[src/rtl/serial_adder.sv]
// Bit-serial add/subtract unit: one full-adder slice plus a carry flop, LSB first.
// A start/done handshake frames each WIDTH-cycle operation; results hold until the next MSB step.
module serial_adder #(
    parameter int WIDTH = 8
) (
    input  logic             clk,
    input  logic             rst,
    input  logic             start,
    input  logic             sub,
    input  logic [WIDTH-1:0] a,
    input  logic [WIDTH-1:0] b,
    input  logic             cin,
    output logic             busy,
    output logic             done,
    output logic [WIDTH-1:0] sum,
    output logic             cout,
    output logic             ovf
);

    localparam int            CW   = $clog2(WIDTH);
    localparam logic [CW-1:0] LAST = CW'(WIDTH - 1);

    typedef enum logic [1:0] {
        IDLE = 2'd0,
        RUN  = 2'd1,
        DONE = 2'd2
    } state_t;

    state_t           state_q,  state_d;
    logic [WIDTH-1:0] a_sh_q,   a_sh_d;
    logic [WIDTH-1:0] b_sh_q,   b_sh_d;
    logic [WIDTH-2:0] sum_sh_q, sum_sh_d;
    logic [CW-1:0]    cnt_q,    cnt_d;
    logic             carry_q,  carry_d;
    logic [WIDTH-1:0] sum_q,    sum_d;
    logic             cout_q,   cout_d;
    logic             ovf_q,    ovf_d;
    logic             busy_q,   busy_d;
    logic             done_q,   done_d;

    logic bit_s;
    logic bit_c;

    // The single full-adder slice, fed from the LSBs of the operand shifters.
    assign bit_s = a_sh_q[0] ^ b_sh_q[0] ^ carry_q;
    assign bit_c = (a_sh_q[0] & b_sh_q[0]) | (a_sh_q[0] & carry_q) | (b_sh_q[0] & carry_q);

    always_comb begin
        // NOTE: every variable gets its hold value first so no path through the case infers a latch.
        state_d  = state_q;
        a_sh_d   = a_sh_q;
        b_sh_d   = b_sh_q;
        sum_sh_d = sum_sh_q;
        cnt_d    = cnt_q;
        carry_d  = carry_q;
        sum_d    = sum_q;
        cout_d   = cout_q;
        ovf_d    = ovf_q;
        busy_d   = busy_q;
        done_d   = done_q;

        case (state_q)
            IDLE, DONE: begin
                state_d = IDLE;
                done_d  = 1'b0;
                if (start) begin
                    state_d  = RUN;
                    busy_d   = 1'b1;
                    a_sh_d   = a;
                    b_sh_d   = sub ? ~b : b;
                    carry_d  = sub | cin;
                    cnt_d    = '0;
                    sum_sh_d = '0;
                end
            end
            RUN: begin
                a_sh_d   = a_sh_q >> 1;
                b_sh_d   = b_sh_q >> 1;
                carry_d  = bit_c;
                sum_sh_d = (WIDTH-1)'({bit_s, sum_sh_q} >> 1);
                cnt_d    = cnt_q + CW'(1);
                if (cnt_q == LAST) begin
                    // MSB step: the carry entering this slice is c_msb, bit_c is the carry-out.
                    state_d = DONE;
                    busy_d  = 1'b0;
                    done_d  = 1'b1;
                    sum_d   = {bit_s, sum_sh_q};
                    cout_d  = bit_c;
                    ovf_d   = carry_q ^ bit_c;
                end
            end
            default: begin
                state_d = IDLE;
                busy_d  = 1'b0;
                done_d  = 1'b0;
            end
        endcase
    end

    always_ff @(posedge clk or posedge rst) begin
        // NOTE: the datapath shifters are plain flops, not a memory, so they are cleared with the rest.
        if (rst) begin
            state_q  <= IDLE;
            a_sh_q   <= '0;
            b_sh_q   <= '0;
            sum_sh_q <= '0;
            cnt_q    <= '0;
            carry_q  <= 1'b0;
            sum_q    <= '0;
            cout_q   <= 1'b0;
            ovf_q    <= 1'b0;
            busy_q   <= 1'b0;
            done_q   <= 1'b0;
        end else begin
            // NOTE: non-blocking assignments so every flop samples the pre-edge value of its inputs.
            state_q  <= state_d;
            a_sh_q   <= a_sh_d;
            b_sh_q   <= b_sh_d;
            sum_sh_q <= sum_sh_d;
            cnt_q    <= cnt_d;
            carry_q  <= carry_d;
            sum_q    <= sum_d;
            cout_q   <= cout_d;
            ovf_q    <= ovf_d;
            busy_q   <= busy_d;
            done_q   <= done_d;
        end
    end

    assign busy = busy_q;
    assign done = done_q;
    assign sum  = sum_q;
    assign cout = cout_q;
    assign ovf  = ovf_q;

endmodule
[config.mk]
export PLATFORM = sky130hd
export DESIGN_NAME = serial_adder
export DESIGN_NICKNAME = d
export VERILOG_FILES = /design/src/rtl/serial_adder.sv
export SDC_FILE = /design/constraint.sdc
export NUM_CORES = 1
export LEC_CHECK = 0
export BUFFER_PORTS_ARGS = -buffer_cell sky130_fd_sc_hd__buf_2
export CORE_ASPECT_RATIO = 0.9
export CORE_UTILIZATION = 53
export CTS_CLUSTER_SIZE = 25
export DETAILED_ROUTE_END_ITERATION = 16
export PLACE_DENSITY = 0.77
export SLEW_MARGIN = 40
export SYNTH_ARGS = -nofsm -noshare
export SYNTH_HDL_FRONTEND = slang
export SYNTH_SLANG_ARGS = --single-unit
[constraint.sdc]
create_clock -name clk -period 2.1 [get_ports clk]
set_input_delay 0.42 -clock clk [delete_from_list [all_inputs] [get_ports clk]]
set_output_delay 0.42 -clock clk [all_outputs]
set_load 0.01 [all_outputs]
==> results of run 1 <==
==> how the worst max path moves through the flow <==
stage	endpoint	cells past startpoint	from	slack (ns)
floorplan	cout$_DFFE_PP0P_	5	cnt_q[0]$_DFFE_PP0P_	0.57
global placement	sum[6]$_DFFE_PP0P_	4	cnt_q[0]$_DFFE_PP0P_	0.45
detailed placement	sum[4]$_DFFE_PP0P_	4	cnt_q[0]$_DFFE_PP0P_	0.38
CTS	sum[0]$_DFFE_PP0P_	4	cnt_q[0]$_DFFE_PP0P_	0.37
global route	sum[2]$_DFFE_PP0P_	4	cnt_q[0]$_DFFE_PP0P_	0.30
finish	sum[0]$_DFFE_PP0P_	4	cnt_q[0]$_DFFE_PP0P_	0.38
==> kinds of logic after synthesis <==
family,Yosys count,share of synthesized area
flip-flops,40,0.590
multiplexers,10,0.0663
AND/OR/NAND/NOR,17,0.0501
buffers and inverters,12,0.0413
AO/OA/AOI/OAI,36,0.180
XOR/XNOR,9,0.0464
adder cells (fa/ha/maj),3,0.0265
==> stage by stage <==
stage	total power [mW]	setup slack, ns	cell area, um^2
final	2.82	0.379	1920
after global routing	3.06	0.303	1920
after CTS	2.86	0.367	1920
after detailed placement	2.51	0.383	1870
after global placement	2.41	0.448	1870
after floorplan	2.21	0.565	1700
==> metal layers <==
| metal | wire length (um) | vias up | track usage | share of wire |
|---|---|---|---|---|
| met4 | 43 | 0 | 0.0698 | 0.014 |
| met5 | 0 | - | 0 | 0 |
| met1 | 1320 | 540 | 0.250 | 0.44 |
| met3 | 156 | 7 | 0.0721 | 0.052 |
| met2 | 1470 | 34 | 0.327 | 0.49 |
| li1 | - | 527 | - | - |
==> state kept, by name, summed over array words and instances (netlist names) <==
register	count
sum	8
ovf	1
cout	1
sum_sh_q	7
busy	1
state_q	2
a_sh_q	8
b_sh_q	8
carry_q	1
cnt_q	3
==> final cells by class <==
| class | count | area, um^2 | area share |
|---|---|---|---|
| sequential | 40 | 1000 | 0.521 |
| timing repair buffer | 35 | 183 | 0.0951 |
| clock buffer | 6 | 41.3 | 0.0215 |
| tap | 42 | 52.6 | 0.0274 |
| inverter | 3 | 11.3 | 0.00586 |
| clock inverter | 1 | 5.00 | 0.00261 |
| multi-input combinational | 75 | 627 | 0.326 |
==> cells in the final DEF, fill, tap and decap left out <==
cell and n:
sky130_fd_sc_hd__xor2_1 1, sky130_fd_sc_hd__mux2_2 10, sky130_fd_sc_hd__clkbuf_4 5, sky130_fd_sc_hd__nor2b_1 1, sky130_fd_sc_hd__buf_2 32, sky130_fd_sc_hd__buf_4 3
sky130_fd_sc_hd__dfrtp_1 40, sky130_fd_sc_hd__nand2b_1 1, sky130_fd_sc_hd__nand3b_1 1, sky130_fd_sc_hd__a221o_1 8, sky130_fd_sc_hd__a22o_1 18, sky130_fd_sc_hd__nor2_4 1
sky130_fd_sc_hd__clkinv_2 1, sky130_fd_sc_hd__xnor2_1 8, sky130_fd_sc_hd__nand2_1 3, sky130_fd_sc_hd__inv_1 3, sky130_fd_sc_hd__a21o_1 7, sky130_fd_sc_hd__nor2b_2 1
sky130_fd_sc_hd__nor2_1 9, sky130_fd_sc_hd__ha_1 2, sky130_fd_sc_hd__o21ai_0 3, sky130_fd_sc_hd__clkbuf_1 1, sky130_fd_sc_hd__fa_1 1
==> report_power, final <==
part | internal, mW | total (mW) | switching, mW
Combinational | 0.595 | 1.14 | 0.543
Sequential | 1.12 | 1.34 | 0.218
Clock | 0.123 | 0.351 | 0.227
==> critical path, cell delays in order, from the launching register on <==
cell	delay [ns]
sky130_fd_sc_hd__dfrtp_1	0.41
sky130_fd_sc_hd__ha_1	0.22
sky130_fd_sc_hd__ha_1	0.20
sky130_fd_sc_hd__nand3b_1	0.39
sky130_fd_sc_hd__mux2_2	0.40
==> summary.md, run 1 <==
| Metric | Value |
|---|---|
| Run status | `finished, final reports clean` |
| Clock latency at the later pin of the worst-skew pair | `0.34 ns` |
| Overall track demand over capacity in global routing | `0.204` |
| Minimum clock period after layout | `1.72 ns` |
| Number of detailed-route iterations in the first pass | `4` |
| Worst slew pin tran | `0.609 ns` |
| Kind of end point of the critical path | `flop` |
| Initial standard-cell utilization of the core | `0.558` |
| YS warnings | `0` |
| Arrival time of the worst setup path | `1.95 ns` |
| Post-CTS setup buffer count | `0` |
| Total standard cell area after synthesis | `1700 um^2` |
| Final antenna diode count | `0` |
| Critical Path Source Type | `flop` |
| Hold buffers post-CTS | `0` |
| Routed WL per cell | `14.8 um` |
| Unrepaired setup endpoints after global routing | `no` |
| Hold violation total from the final report | `0` |
| Half-perimeter wire length after placement | `2.08 mm` |
| CTS root buf | `sky130_fd_sc_hd__clkbuf_4` |
| Detail-routed via count per cell | `5.49` |
| Remaining antenna violation count after routing | `0` |
| Filler cells | `277` |
| Sum of negative setup slack | `0 ns` |
| Antenna violations before repair | `0` |
| Minimum setup slack among reg-to-reg paths | `0.38 ns` |
| Number of cells on the worst reg-to-reg path | `4` |
| Fraction of the core area covered by cells at the end of the flow | `0.631` |
| Clk slew on worst S/H paths | `0.11 ns` |
| Cell with the most instances after synthesis | `sky130_fd_sc_hd__dfrtp_1` |
| Async S/R FF share, synth | `1.00` |
| Area growth from synthesis to final layout | `13.1%` |
| Wire length after detailed routing | `2.99 mm` |
| Post-route clock period utilization | `0.819` |
| Synth area leader | `sky130_fd_sc_hd__dfrtp_1` |
| CTS tree | `yes` |
| CTS resizes | `0` |
| First DRT Iteration DRCs | `23` |
| Distinct cell type count after synthesis | `22` |
| Proportion of layout cells with a drive suffix above 1 | `0.331` |
| Max Cap Violations | `0` |
| Die Height | `55.7 um` |
| Final-report setup violation count | `0` |
| Min-Delay Path Class | `input pin to async pin` |
| Number of rows created at floorplan | `19` |
| Synth top cells by count | `40 x sky130_fd_sc_hd__dfrtp_1, 18 x sky130_fd_sc_hd__a22o_1, 10 x sky130_fd_sc_hd__mux2_2` |
| Critical path start-end classification | `flop to flop` |
| Setup clock skew after layout | `0.00691 ns` |
| CTS sink cnt | `40` |
| Quantity of I/O buffers inserted on ports | `32` |
| Routability cong. | `0.700` |
| Mapped Avg Cell Area | `13.4 um^2` |
| Core Box Area | `3040 um^2` |
| Num ports | `33` |
| Count of vias placed by the detailed router | `1108` |
| Highest ir drop seen on vdd | `0.000806 V` |
| Hold slack | `0.183 ns` |
| Post-synthesis net count | `151` |
| Width of the die | `61.7 um` |
| Mapped Cells | `127` |
| Highest fanout seen on the critical path | `12` |
| Number of slew-limit violations in the final report | `0` |
| Placed Cells incl. Taps | `195` |
| Largest net degree at the start of global routing | `41` |
| Net total in the final layout | `184` |
| Via count of the first global-routing pass | `1125` |
| Total DRC errors in the routed layout | `0` |
| Number of flip-flops and latches in the synthesized netlist | `40` |
| Cell types occupying the most area after synthesis | `sky130_fd_sc_hd__dfrtp_1 59%, sky130_fd_sc_hd__a22o_1 9.3%, sky130_fd_sc_hd__mux2_2 6.6%, sky130_fd_sc_hd__a221o_1 4.7%, sky130_fd_sc_hd__xnor2_1 4.1%` |
| Standby leakage power | `0.985 nW` |
| Data required time of the critical path | `2.33 ns` |
| Power density over cell area | `1470 nW/um^2` |
| End of the worst register-to-register path | `sum[0]$_DFFE_PP0P_` |
| Predominant post-synthesis flop cell | `sky130_fd_sc_hd__dfrtp_1` |
| Buffer depth of the longest clock path | `2` |
| Number of non-filler instances in the completed layout | `202` |
| Depth of the CTS H-tree | `2` |
| Slew HR | `0.593` |
| Total grt overflow | `0` |
| Full die area | `3430 um^2` |
| Global-route wire length before repair | `5.04 mm` |
| Inserted Clock Buffers | `5` |
| Achievable Freq | `0.581 GHz` |
| Share of the synthesized area in the top cell type | `0.590` |
| Sequential area share after synthesis | `0.590` |
| Worst reg2reg path startpoint | `cnt_q[0]$_DFFE_PP0P_` |
| Number of flops mapped to enable cells by yosys | `0` |
(Power assumes the default switching activity.)
==> run 2: changes to the inputs <==
Clock period 2.1 ns to 1.8 ns, I/O delays scaled along.
==> run 2 against run 1 <==
Effect of this change: worst hold slack worse by 0.079 ns; cell count is 1.5% higher; register-to-register slack worse by 0.28 ns; via count is 1.8% higher; wire length is 4.3% lower; maximum frequency is 1.2% higher; non-clock buffer count is 2 higher; sequential power is 16% higher; combinational power is 17% higher; critical path depth stayed put; clock-buffer cell count stayed put; critical path type unchanged.
==> summary.md, run 2 (synthesis gave the netlist of run 1 again) <==
| Metric | Value |
|---|---|
| Min-Delay Path Class | `input pin to async pin` |
| Half-perimeter wire length after placement | `1.98 mm (-5.0%)` |
| Setup clock skew after layout | `0.0113 ns (+0.00434 ns)` |
| Achievable Freq | `0.588 GHz (+1.2%)` |
| Quantity of I/O buffers inserted on ports | `32 (unchanged)` |
| Detail-routed via count per cell | `5.50 (+0.32%)` |
| Buffer depth of the longest clock path | `2 (unchanged)` |
| Arrival time of the worst setup path | `1.95 ns (about the same)` |
| Overall track demand over capacity in global routing | `0.199 (-0.00499)` |
| Critical path start-end classification | `flop to flop` |
| Global-route wire length before repair | `4.91 mm (-2.5%)` |
| Area growth from synthesis to final layout | `15.8%` |
| Kind of end point of the critical path | `flop` |
| Clock latency at the later pin of the worst-skew pair | `0.35 ns (about the same)` |
| Number of rows created at floorplan | `19 (unchanged)` |
| Standby leakage power | `1.01 nW (+2.3%)` |
| First DRT Iteration DRCs | `22 (-4.3%)` |
| Number of non-filler instances in the completed layout | `205 (+1.5%)` |
| CTS resizes | `0 (unchanged)` |
| Minimum setup slack among reg-to-reg paths | `0.10 ns (-0.28 ns)` |
| Core Box Area | `3040 um^2 (unchanged)` |
| Die Height | `55.7 um (unchanged)` |
| Net total in the final layout | `186 (+1.1%)` |
| Depth of the CTS H-tree | `2 (unchanged)` |
| Routability cong. | `0.711 (+1.6%)` |
| Hold buffers post-CTS | `0 (unchanged)` |
| CTS sink cnt | `40 (unchanged)` |
| Initial standard-cell utilization of the core | `0.558 (unchanged)` |
| Post-route clock period utilization | `0.944 (+0.125)` |
| Most common library cell in the layout ignoring fill and taps | `sky130_fd_sc_hd__dfrtp_1` |
| Number of slew-limit violations in the final report | `0 (unchanged)` |
| Remaining antenna violation count after routing | `0 (unchanged)` |
| Via count of the first global-routing pass | `1149 (+2.1%)` |
| Clk slew on worst S/H paths | `0.12 ns (about the same)` |
| Data required time of the critical path | `2.05 ns (-0.28 ns)` |
| Final-report setup violation count | `0 (unchanged)` |
| Wire length after detailed routing | `2.86 mm (-4.3%)` |
| Sum of negative setup slack | `0 ns (unchanged)` |
| Placed Cells incl. Taps | `197 (+1.0%)` |
| Total grt overflow | `0 (unchanged)` |
| Max Cap Violations | `0 (unchanged)` |
| Count of vias placed by the detailed router | `1128 (+1.8%)` |
| Final antenna diode count | `0 (unchanged)` |
| Highest ir drop seen on vdd | `0.00100 V (+24%)` |
| Post-CTS setup buffer count | `0 (unchanged)` |
| Highest fanout seen on the critical path | `12 (unchanged)` |
| Top library cells by usage in the layout, fill and taps aside | `40 x sky130_fd_sc_hd__dfrtp_1, 32 x sky130_fd_sc_hd__buf_2, 18 x sky130_fd_sc_hd__a22o_1` |
| Num ports | `33 (unchanged)` |
| Inserted Clock Buffers | `5 (unchanged)` |
| Power density over cell area | `1760 nW/um^2 (+20%)` |
| Filler cells | `263 (-5.1%)` |
| Antenna violations before repair | `0 (unchanged)` |
| Run status | `finished, final reports clean` |
| Proportion of layout cells with a drive suffix above 1 | `0.344 (+0.0123)` |
| Unrepaired setup endpoints after global routing | `no` |
| Hold violation total from the final report | `0 (unchanged)` |
| Routed WL per cell | `14.0 um (-5.7%)` |
| Number of detailed-route iterations in the first pass | `4 (unchanged)` |
| Worst slew pin tran | `0.585 ns (-0.0240 ns)` |
| Largest net degree at the start of global routing | `41 (unchanged)` |
| Full die area | `3430 um^2 (unchanged)` |
| Total DRC errors in the routed layout | `0 (unchanged)` |
| Critical Path Source Type | `flop` |
| Width of the die | `61.7 um (unchanged)` |
| CTS tree | `yes` |
| Minimum clock period after layout | `1.70 ns (-0.0211 ns)` |
| Slew HR | `0.609 (+0.0160)` |
| CTS root buf | `sky130_fd_sc_hd__clkbuf_4` |
-- run 2: final cells by class --
cell class | instances | area (um^2) | share of cell area
Clock inverter | 2 | 35.0 | 0.0178
Tap cell | 42 | 52.6 | 0.0267
Timing Repair Buffer | 37 | 198 | 0.101
Clock buffer | 6 | 41.3 | 0.0210
Multi-Input combinational cell | 75 | 627 | 0.319
Sequential cell | 40 | 1000 | 0.509
Inverter | 3 | 11.3 | 0.00573
-- run 2: worst paths after layout --
kind | start | endpoint | depth (start not counted)
max | cnt_q[0]$_DFFE_PP0P_ | sum[3]$_DFFE_PP0P_ | 4
min | rst | sum[0]$_DFFE_PP0P_ | 3
max reg2reg | cnt_q[0]$_DFFE_PP0P_ | sum[3]$_DFFE_PP0P_ | 4
min reg2reg | busy$_DFFE_PP0P_ | busy$_DFFE_PP0P_ | 2
max in group asynchronous | rst | a_sh_q[3]$_DFFE_PP0P_ | 3
min in group clk | a[7] | a_sh_q[7]$_DFFE_PP0P_ | 2
-- run 2: where the power goes --
| part | switching [mW] | total, mW | internal [mW] | leakage, nW |
|---|---|---|---|---|
| combinational | 0.620 | 1.33 | 0.711 | 0.463 |
| clock | 0.285 | 0.576 | 0.291 | 0.0422 |
| sequential | 0.246 | 1.55 | 1.30 | 0.502 |
-- run 2: worst max-delay path, stage by stage (launching register included) --
cell	delay, ns
sky130_fd_sc_hd__dfrtp_1	0.41
sky130_fd_sc_hd__ha_1	0.20
sky130_fd_sc_hd__ha_1	0.20
sky130_fd_sc_hd__nand3b_1	0.40
sky130_fd_sc_hd__mux2_2	0.40
-- run 2: per-layer routing --
layer,wire length [um],global-route usage,up-vias
met4,66,0.102,0
met5,0,0,-
li1,-,-,526
met1,1260,0.244,567
met3,122,0.0558,7
met2,1420,0.313,28
-- run 2: metrics by stage --
stage | utilization | hold WS, ns | setup slack, ns | area [um^2] | power (mW)
final | 0.646 | 0.104 | 0.100 | 1970 | 3.46
after global routing | 0.646 | 0.151 | 0.0254 | 1970 | 3.72
after CTS | 0.646 | 0.105 | 0.0975 | 1970 | 3.51
after detailed placement | 0.621 | 0.466 | 0.0987 | 1890 | 2.92
after global placement | 0.621 | 0.459 | 0.155 | 1890 | 2.84
after floorplan | - | 0.450 | 0.265 | 1700 | 2.58
==> run 3: changes to the inputs <==
==> constraint.sdc (replaced) <==
create_clock -name clk -period 1.8 [get_ports clk]
set_input_delay 0.27 -clock clk [delete_from_list [all_inputs] [get_ports clk]]
set_output_delay 0.27 -clock clk [all_outputs]
set_load 0.01 [all_outputs]
==> run 3 against run 2 <==
Effect of this change: flip-flop and latch count unchanged; clock-buffer cell count unchanged; register-to-register slack better by 0.17 ns; first-iteration DRC count up 32%; wire length down 0.35%; setup slack better by 0.17 ns; critical path type unchanged; largest cell class unchanged.
==> summary.md, run 3 (synthesis gave the netlist of run 1 again) <==
| Metric | Value |
|---|---|
| CTS sink cnt | `40 (unchanged)` |
| Arrival time of the worst setup path | `1.77 ns (-0.18 ns)` |
| Number of detailed-route iterations in the first pass | `4 (unchanged)` |
| Minimum clock period after layout | `1.53 ns (-0.173 ns)` |
| First DRT Iteration DRCs | `29 (+32%)` |
| Initial standard-cell utilization of the core | `0.558 (unchanged)` |
| Max Cap Violations | `0 (unchanged)` |
| Number of rows created at floorplan | `19 (unchanged)` |
| Run status | `finished, final reports clean` |
| Kind of end point of the critical path | `flop` |
| Total DRC errors in the routed layout | `0 (unchanged)` |
| Number of non-filler instances in the completed layout | `205 (unchanged)` |
| Via count of the first global-routing pass | `1108 (-3.6%)` |
| Highest fanout seen on the critical path | `12 (unchanged)` |
| Switching part of the total | `0.342 (+0.00916)` |
| Quantity of I/O buffers inserted on ports | `32 (unchanged)` |
| Cell internal pwr | `2.20 mW (-4.5%)` |
| Share of power burned in combinational logic | `0.399 (+0.014)` |
| Largest net degree at the start of global routing | `41 (unchanged)` |
| Routed WL per cell | `13.9 um (-0.35%)` |
| Routability cong. | `0.711 (about the same)` |
| Inserted Clock Buffers | `5 (unchanged)` |
| Depth of the CTS H-tree | `2 (unchanged)` |
| Wire length after detailed routing | `2.85 mm (-0.35%)` |
| Width of the die | `61.7 um (unchanged)` |
| Min-Delay Path Class | `input pin to async pin` |
| Final antenna diode count | `0 (unchanged)` |
| Antenna violations before repair | `0 (unchanged)` |
| Most common library cell in the layout ignoring fill and taps | `sky130_fd_sc_hd__dfrtp_1` |
| CTS resizes | `0 (unchanged)` |
| Achievable Freq | `0.655 GHz (+11%)` |
| Worst slew pin tran | `0.572 ns (-0.0126 ns)` |
| Hold buffers post-CTS | `0 (unchanged)` |
| Remaining antenna violation count after routing | `0 (unchanged)` |
| Half-perimeter wire length after placement | `2.03 mm (+2.6%)` |
| Overall track demand over capacity in global routing | `0.200 (+0.00154)` |
| Buffer depth of the longest clock path | `2 (unchanged)` |
| Unrepaired setup endpoints after global routing | `no` |
| Fraction of the core area covered by cells at the end of the flow | `0.641 (-0.00493)` |
| Data required time of the critical path | `2.04 ns (about the same)` |
| Worst path most repeated cell | `sky130_fd_sc_hd__ha_1` |
| CTS root buf | `sky130_fd_sc_hd__clkbuf_4` |
| Standby leakage power | `1.00 nW (-0.42%)` |
| Largest incremental delay on the critical path | `0.40 ns (about the same)` |
| Total grt overflow | `0 (unchanged)` |
| Core Box Area | `3040 um^2 (unchanged)` |
| Full die area | `3430 um^2 (unchanged)` |
| Setup clock skew after layout | `0.00550 ns (-0.00575 ns)` |
| Count of vias placed by the detailed router | `1120 (-0.71%)` |
| WP buf/inv | `1 (+1)` |
| Critical path start-end classification | `flop to flop` |
| Post-CTS setup buffer count | `0 (unchanged)` |
| Global-route wire length before repair | `4.91 mm (unchanged)` |
| Final-report setup violation count | `0 (unchanged)` |
| Area growth from synthesis to final layout | `14.9%` |
| Top library cells by usage in the layout, fill and taps aside | `40 x sky130_fd_sc_hd__dfrtp_1, 32 x sky130_fd_sc_hd__buf_2, 18 x sky130_fd_sc_hd__a22o_1` |
| Sum of negative setup slack | `0 ns (unchanged)` |
| Clk slew on worst S/H paths | `0.11 ns (about the same)` |
| Part of the total power dissipated in the clock network | `0.138 (-0.029)` |
| Proportion of layout cells with a drive suffix above 1 | `0.350 (+0.00613)` |
| Power density over cell area | `1720 nW/um^2 (-2.4%)` |
| Detail-routed via count per cell | `5.46 (-0.71%)` |
| Hold violation total from the final report | `0 (unchanged)` |
| Slew HR | `0.618 (+0.00842)` |
| Highest ir drop seen on vdd | `0.000887 V (-11%)` |
| Net total in the final layout | `186 (unchanged)` |
| Post-route clock period utilization | `0.848 (-0.0959)` |
| Slowest cell on the critical path | `sky130_fd_sc_hd__dfrtp_1` |
| Placed Cells incl. Taps | `197 (unchanged)` |
| Num ports | `33 (unchanged)` |
| Switch Pwr | `1.15 mW (-0.50%)` |
| Cell area after placement | `1890 um^2 (unchanged)` |
| CTS tree | `yes` |
| Hold slack | `0.0247 ns (-0.0791 ns)` |
| Flop pwr share | `0.463 (+0.015)` |
| Die Height | `55.7 um (unchanged)` |
| Clock latency at the later pin of the worst-skew pair | `0.35 ns (about the same)` |
| Ordered cell list for the critical path | `ha_1 -> ha_1 -> nand3b_1 -> buf_4 -> mux2_2` |
| Layout Cell Area excl Fill | `1950 um^2 (-0.76%)` |
| Number of slew-limit violations in the final report | `0 (unchanged)` |
| CP delay by family, top | `flip-flops` |
| Critical Path Source Type | `flop` |
## run 3: cell count changes in the layout (fill, tap and decap cells not counted), sizes merged
cell,delta
clkinv,+1
bufinv,-1
## run 3: metal layers
metal	up-vias	part of all wire	GRT usage
li1	534	-	-
met1	550	0.44	0.262
met2	29	0.49	0.304
met3	7	0.048	0.0698
met4	0	0.018	0.0762
met5	-	0	0
## run 3: power by group through the flow
stage	clock (mW)	combinational, mW	sequential, mW
after floorplan	0	1.02	1.56
after global placement	0	1.29	1.54
after detailed placement	0	1.35	1.57
after CTS	0.484	1.36	1.56
after global routing	0.515	1.51	1.60
final	0.463	1.33	1.55
## run 3: final cells by class
cell class	instances	area (um^2)
Clock inverter	2	10.0
Inverter	3	11.3
Timing Repair Buffer	37	198
Clock buffer	6	51.3
Multi-Input combinational cell	75	627
Fill cell	261	1090
Tap cell	42	52.6
Sequential cell	40	1000
## run 3: final timing paths
| path | startpoint | to | slack (ns) | cells after the start |
|---|---|---|---|---|
| max reg2reg | cnt_q[0]$_DFFE_PP0P_ | sum[0]$_DFFE_PP0P_ | 0.27 | 5 |
| min in group clk | a[7] | a_sh_q[7]$_DFFE_PP0P_ | 0.15 | 2 |
| min | rst | ovf$_DFFE_PP0P_ | 0.02 | 3 |
| min reg2reg | ovf$_DFFE_PP0P_ | ovf$_DFFE_PP0P_ | 0.49 | 2 |
| max | cnt_q[0]$_DFFE_PP0P_ | sum[0]$_DFFE_PP0P_ | 0.27 | 5 |
| max in group asynchronous | rst | a_sh_q[2]$_DFFE_PP0P_ | 1.44 | 3 |
## run 3: through the flow
stage	worst slack [ns]	power [mW]
CTS	0.256	3.40
finish	0.273	3.35
global route	0.195	3.63
global placement	0.315	2.84
detailed placement	0.270	2.92
floorplan	0.265	2.58
## run 3: worst register-to-register path, cell delays in order (launching register included)
cell	delay, ns
sky130_fd_sc_hd__dfrtp_1	0.40
sky130_fd_sc_hd__ha_1	0.20
sky130_fd_sc_hd__ha_1	0.20
sky130_fd_sc_hd__nand3b_1	0.09
sky130_fd_sc_hd__buf_4	0.18
sky130_fd_sc_hd__mux2_2	0.35
